## config.mk

```make
export PLATFORM = sky130hd
export DESIGN_NAME = decode_hazard_regfile
export DESIGN_NICKNAME = d
export VERILOG_FILES = /design/src/rtl/decode_hazard_regfile_pkg.sv /design/src/rtl/decode_hazard_regfile_rf8x16_bypass.sv /design/src/rtl/decode_hazard_regfile.sv
export SDC_FILE = /design/constraint.sdc
export NUM_CORES = 1
export LEC_CHECK = 0
export CAP_MARGIN = 30
export CORE_MARGIN = 2
export CORE_UTILIZATION = 33
export CTS_BUF_LIST = sky130_fd_sc_hd__clkbuf_16
export CTS_CLUSTER_SIZE = 16
export DETAILED_ROUTE_END_ITERATION = 16
export GPL_ROUTABILITY_DRIVEN = 0
export PLACE_DENSITY_LB_ADDON = 0.15
export SETUP_SLACK_MARGIN = 0.15
export SYNTH_ARGS = -nofsm -noshare
export SYNTH_HDL_FRONTEND = slang
export SYNTH_SLANG_ARGS = --single-unit
```

## constraint.sdc

```tcl
create_clock -name clk -period 5.29 [get_ports clk]
set_input_delay 1.058 -clock clk [delete_from_list [all_inputs] [get_ports clk]]
set_output_delay 1.058 -clock clk [all_outputs]
set_load 0.05 [all_outputs]
```

## src/rtl/decode_hazard_regfile_pkg.sv

```systemverilog
// Shared constants for the decode-stage register file and hazard unit.
package decode_hazard_regfile_pkg;

  localparam int DATA_W = 16;  // register and data width
  localparam int NREG   = 8;   // number of architectural registers
  localparam int IDX_W  = 3;   // register index width, log2(NREG)
  localparam int CNT_W  = 16;  // stall-cycle performance counter width

endpackage

```

## src/rtl/decode_hazard_regfile_rf8x16_bypass.sv

```systemverilog
// 8 x 16 register file: one synchronous write port from WB and two
// combinational read ports. A read that hits the index being written in the
// same cycle returns the incoming write data.
module rf8x16_bypass
  import decode_hazard_regfile_pkg::*;
(
  input  logic              clk,
  input  logic              rst,
  input  logic [IDX_W-1:0]  rdIdx1,
  input  logic [IDX_W-1:0]  rdIdx2,
  input  logic [IDX_W-1:0]  wrIdx,
  input  logic [DATA_W-1:0] wrData,
  input  logic              wrEn,
  output logic [DATA_W-1:0] rdData1,
  output logic [DATA_W-1:0] rdData2
);

  logic [DATA_W-1:0] regs [NREG];

  // Storage update: reset clears every register, otherwise the WB write lands.
  // NOTE: this array is reset on purpose because software may read a register
  // before ever writing it and must see zero; a plain data RAM would skip the
  // reset so it can map onto memory macros.
  always_ff @(posedge clk) begin
    if (rst) begin
      for (int i = 0; i < NREG; i++) begin
        // NOTE: state is always updated with non-blocking assignments so every
        // flop samples pre-edge values regardless of statement order.
        regs[i] <= '0;
      end
    end else if (wrEn) begin
      regs[wrIdx] <= wrData;
    end
  end

  // Read ports with same-cycle write-through, so WB results reach ID at once.
  // NOTE: each output gets its array value first and is then overridden, so
  // every path assigns it and no latch is inferred.
  always_comb begin
    rdData1 = regs[rdIdx1];
    rdData2 = regs[rdIdx2];
    if (wrEn && (wrIdx == rdIdx1)) rdData1 = wrData;
    if (wrEn && (wrIdx == rdIdx2)) rdData2 = wrData;
  end

endmodule

```

## src/rtl/decode_hazard_regfile.sv

```systemverilog
// Decode stage: register file operands for ID/EX, load-use hazard detection
// against the instruction in EX, stall/bubble controls and a saturating
// stall-cycle counter.
module decode_hazard_regfile
  import decode_hazard_regfile_pkg::*;
(
  input  logic              clk,
  input  logic              rst,
  input  logic [IDX_W-1:0]  rs,
  input  logic [IDX_W-1:0]  rt,
  input  logic              rsUsed,
  input  logic              rtUsed,
  input  logic [IDX_W-1:0]  wbWritereg,
  input  logic [DATA_W-1:0] wbWritedata,
  input  logic              wbRegWrite,
  input  logic              exMemRead,
  input  logic              exRegWrite,
  input  logic [IDX_W-1:0]  exWritereg,
  input  logic              flush,
  input  logic              stallCntClr,
  output logic [DATA_W-1:0] readdata1,
  output logic [DATA_W-1:0] readdata2,
  output logic              stall,
  output logic              bubble,
  output logic [CNT_W-1:0]  stallCnt
);

  localparam logic [CNT_W-1:0] CNT_ONE = CNT_W'(1);
  localparam logic [CNT_W-1:0] CNT_MAX = '1;

  logic hz;

  rf8x16_bypass uRegFile (
    .clk     (clk),
    .rst     (rst),
    .rdIdx1  (rs),
    .rdIdx2  (rt),
    .wrIdx   (wbWritereg),
    .wrData  (wbWritedata),
    .wrEn    (wbRegWrite),
    .rdData1 (readdata1),
    .rdData2 (readdata2)
  );

  // Load-use hazard: a load in EX targets a register the ID instruction reads.
  // A flush kills the ID instruction, so it is bubbled but never stalled.
  always_comb begin
    hz     = exMemRead & exRegWrite &
             ((rsUsed & (rs == exWritereg)) | (rtUsed & (rt == exWritereg)));
    stall  = hz & ~flush;
    bubble = hz | flush;
  end

  // Stall counter: reset, then clear, then saturating increment on stall.
  always_ff @(posedge clk) begin
    if (rst) begin
      stallCnt <= '0;
    end else if (stallCntClr) begin
      stallCnt <= '0;
    end else if (stall && (stallCnt != CNT_MAX)) begin
      stallCnt <= stallCnt + CNT_ONE;
    end
  end

endmodule

```

# Word-level counts from Yosys, hierarchy flattened
# Memory sizes are Yosys's and may differ from the RTL's.
# Cells that the tools add are included.
# word_totals
reg_bits	16
mem_bits_rw	128
wordCells	31
memories	1
# memory_table
memory	depth	width	read_ports	rd_clocked_by_memory_dff	wr	line	text
uRegFile.regs	8	16	2	0	8	decode_hazard_regfile_rf8x16_bypass.sv:18	logic [DATA_W-1:0] regs [NREG];
# classes
addsub	1
eq_ne	5
mux	10
bitwise_logic	8
reduce_logical	5
# ops
cell	n
$mux W16	3
$add A16 B1 Y16 const B	1
$ne A16 B16 Y1 const B	1
$reduce_or A16 Y1	1
$eq A3 B3 Y1	4
$mux W1	6
$and A1 B1 Y1	5
$logic_and A1 B1 Y1	3
$mux W3	1
$or A1 B1 Y1	2
$reduce_or A2 Y1	1
$not A1 Y1	1

# Logic depth before layout (Yosys ltp)
# logic_depth
ltp_word	6
depth_mapped	7
ltp_nobuf	6

# Cells and area by module
# Synthesis repeated with hierarchy kept, for this count alone.
# unflattened
cells_unflattened	568
area_unflattened_um2	8415.6
# by_module_without_submodules
mod	n_inst	cells_each	area_each_um2	seq_area_each_um2
rf8x16_bypass	1	445	7453.4	3843.7
decode_hazard_regfile	1	123	962.2	320.3

# Least setup slack after synthesis
# OpenSTA, ideal clock, no wires.
# synth_timing
path_type	input port to output port
startpoint	input port rs[0]
endpoint	output port readdata1[10]
t_arrival_ns	2.818
required_ns	4.232
slack_ns	1.414
stages	7
path_cell_list	buf_6 > buf_2 > xnor2_1 > nand4_1 > clkbuf_1 > nor2_1 > a21oi_1
# synth_between
elab_chain_len	3
# synth_rtl
element	line	text
start, declared	decode_hazard_regfile.sv:9	input logic [IDX_W-1:0] rs,
branches (longest 2 deep; another with $mem_v2 Z8 W16)	-	
$mux W16 (*)	decode_hazard_regfile_rf8x16_bypass.sv:42	if (wrEn && (wrIdx == rdIdx1)) rdData1 = wrData;
end, declared	decode_hazard_regfile.sv:21	output logic [DATA_W-1:0] readdata1,
# Mark *: on every way between the ends.

# Worst setup path in the final report
# layout_timing
startpoint	input port rs[1]
endpoint	output port stall
# layout_between
elab_chain_len	5
# layout_rtl
element	line	text
$eq A3 B3 Y1	decode_hazard_regfile.sv:49	((rsUsed & (rs == exWritereg)) | (rtUsed & (rt == exWritereg)));
$and A1 B1 Y1	decode_hazard_regfile.sv:49	
$or A1 B1 Y1	decode_hazard_regfile.sv:49	
$and A1 B1 Y1	decode_hazard_regfile.sv:48	hz = exMemRead & exRegWrite &
$and A1 B1 Y1	decode_hazard_regfile.sv:50	stall = hz & ~flush;
end, declared	decode_hazard_regfile.sv:23	output logic stall,
# No other way between the ends.

==> impl_metrics.yaml <==
clocking:
  cts_setup_buffers: 0
  cts.sinks: 144
  numCtsBuffers: 17
  clockRootBuffer: "clkbuf_16"
  postCtsResizedCells: 0
  cts_tree: "built"
  h-tree-depth: 4
  clkTransAtPathRegs_ns: 0.06
  clock_path_buffers: 2
  clock_latency_ns: 0.42
  postCtsHoldBufs: 0
floorplan:
  die-area_sq_um: 25480
  initial_core_util_pct: 33.85
  die_h_um: 159.6
  boundaryPins: 87
  core_area_sq_um: 23610
  chipWidth_um: 159.6
  num_rows: 56
pwr:
  p_leak_nw: 3.534
  p_per_area_nw_per_um2: 308.6
  ir_drop_mv: 0.1709
layout:
  area_growth_pct: 26.25
  drive_above_1_share_pct: 24.42
  fillCellCount: 2168
  nets: 713
  final_area_sq_um: 10090
synth:
  yosysSeqAreaShare_pct: 52.10
  synth-edff-count: 128
  synth_top_area_share_pct: 48.09
  syn_area_sq_um: 7993
  synth_async_sr_flop_share_pct: 0
  synth_flop_cell: "edfxtp_1"
  yosys-top-cells-area: "edfxtp_1 48%, mux4_2 18%, and2_1 10%"
  yosysTopAreaCell: "edfxtp_1"
  yosys_register_bits: 144
  synthTopCellsByCount: "128 x and2_1, 128 x edfxtp_1, 64 x mux4_2"
  synth_cell_types: 42
  synth_area_per_cell_sq_um: 13.55
  ys_warn_count: 0
  syn-num-nets: 628
  syn_inst: 590
global_route:
  grt_max_degree: 33
  grt_pass1_wl_um: 33550
  grt_pass1_vias: 5519
  overflow: 0
  antenna_found_initial: 1
  grtUsageTotal_pct: 17.70
route:
  avgRoutedWirePerCell_um: 21.73
  route.detailed.drc: 0
  drtIter0Drc: 391
  wirelength_um: 21900
  detail-route-antenna-nets: 0
  dr.pass1.iters: 4
  via_per_inst: 5.198
  vias: 5240
timing:
  skew_ns: 0.009856
  rsz0062_at_grt: "no"
  setup_viol: 0
  timing.final.ws_setup_ns: 0.9100
  fin_crit_ns: 4.380
  worst_pin_slew_ns: 0.7749
  hold_violations: 0
  slew_headroom_pct: 48.18
  period_share_pct: 82.80
  tns_ns: 0
  clock.fmax_mhz: 228.3
  drv_slew: 0
placement:
  io_buffers: 86
  place_ws_ns: 0.9545
  placed_area_sq_um: 9539
  dp_hpwl_um: 13930
setup_path:
  crit_required_ns: 4.23
  path_class: "primary input to primary output"
  crit_chain: "clkdlybuf4s50_1 > buf_4 > xnor2_2 > nand4_2 > a21o_1 > nor2_1 > buf_4"
  cpPeakStageDelay_ns: 0.97
  arrival_ns: 3.32
  start_kind: "primary input"
  r2r_cells: 6
  crit_top_cell: "buf_4"
  slowest_stage: "clkdlybuf4s50_1"
  critPathMaxFanout: 13
  endpoint_kind: "primary output"
min_path:
  hold_depth: 2
  hp-class: "flop to flop"
run_status:
  status: "finished, final reports clean"
job:
  maxCapViolations: 0
[worst max-delay path, delay by kind of cell]
| family | cells | cell delay, ns |
|---|---|---|
| AOI/OAI and AO/OA | 1 | 0.24 |
| and+or+nand+nor | 2 | 0.29 |
| buffers and inverters | 3 | 1.56 |
| xor gates and xnor gates | 1 | 0.15 |
[metrics by stage]
step / hold WS, ns / std cells / utilization (%) / power, mW
2_1_floorplan: 0.7125 / 590 / - / 1.717
3_3_place_gp: 0.4907 / 975 / 40.40 / 2.021
3_5_place_dp: 0.5092 / 975 / 40.40 / 2.031
4_1_cts: 0.5184 / 1007 / 42.72 / 3.143
5_1_grt: 0.5476 / 1007 / 42.72 / 3.217
6_report: 0.5042 / 1008 / 42.74 / 3.114
[cells in the final DEF, fill, tap and decap left out, types with 13 or more instances in the layout]
cell	netlist	final
a21oi_1	43	43
and2_1	128	128
buf_12	0	34
buf_4	1	20
clkbuf_16	0	17
clkdlybuf4s50_1	0	50
dfxtp_1	16	16
edfxtp_1	128	128
mux2i_1	32	32
mux4_2	64	64
nor2_1	46	46
xnor2_1	13	13
[routing by layer]
layer	track usage (%)	share of wire (%)	vias to the layer above	wire length [um]
met5	0	0	-	0
met4	4.587	1.0	0	220
met3	3.455	5.2	14	1135
met2	29.08	50	133	10890
met1	24.13	44	2661	9653
li1	-	-	2432	-
[power by group]
part / internal [mW] / total (mW) / switching (mW)
logic: 0.312 / 0.666 / 0.354
registers: 1.30 / 1.33 / 0.0299
clock network: 0.641 / 1.12 / 0.474
[final timing paths]
| kind | startpoint | end | slack [ns] |
|---|---|---|---|
| worst max-delay path | rs[1] | stall | 0.91 |
| worst min-delay path | stallCnt[15] | stallCnt[15] | 0.50 |
| worst max register to register | stallCnt[0] | stallCnt[11] | 3.08 |
| worst min register to register | stallCnt[15] | stallCnt[15] | 0.50 |
[cell families (layout without fill, tap and decap cells)]
kind of cell | count (synthesis) | in the layout | share of synthesized area [%]
flip-flops | 144 | 144 | 52.10
buffers and inverters | 40 | 138 | 2.426
AND/OR/NAND/NOR | 230 | 230 | 16.59
AO/OA/AOI/OAI | 62 | 62 | 4.540
other | 0 | 1 | 0
multiplexers | 96 | 96 | 22.04
adder cells (fa/ha/maj) | 1 | 1 | 0.1565
XOR/XNOR | 17 | 17 | 2.145
[flip-flops by register name (all words and copies together), names as in the netlist]
register,cells
uRegFile.regs,128
stallCnt,16
[layout make-up]
class	count	area, sq um	area share [%]
flip-flops and latches	144	4164	41.26
well taps	319	399.1	3.955
diodes	1	2.502	0.02480
clock buffers	17	425.4	4.216
clock inverters	15	123.9	1.228
multi-input cells	406	3635	36.02
repair buffers	106	1341	13.29
Note: power is estimated with default switching activity, not from simulation.
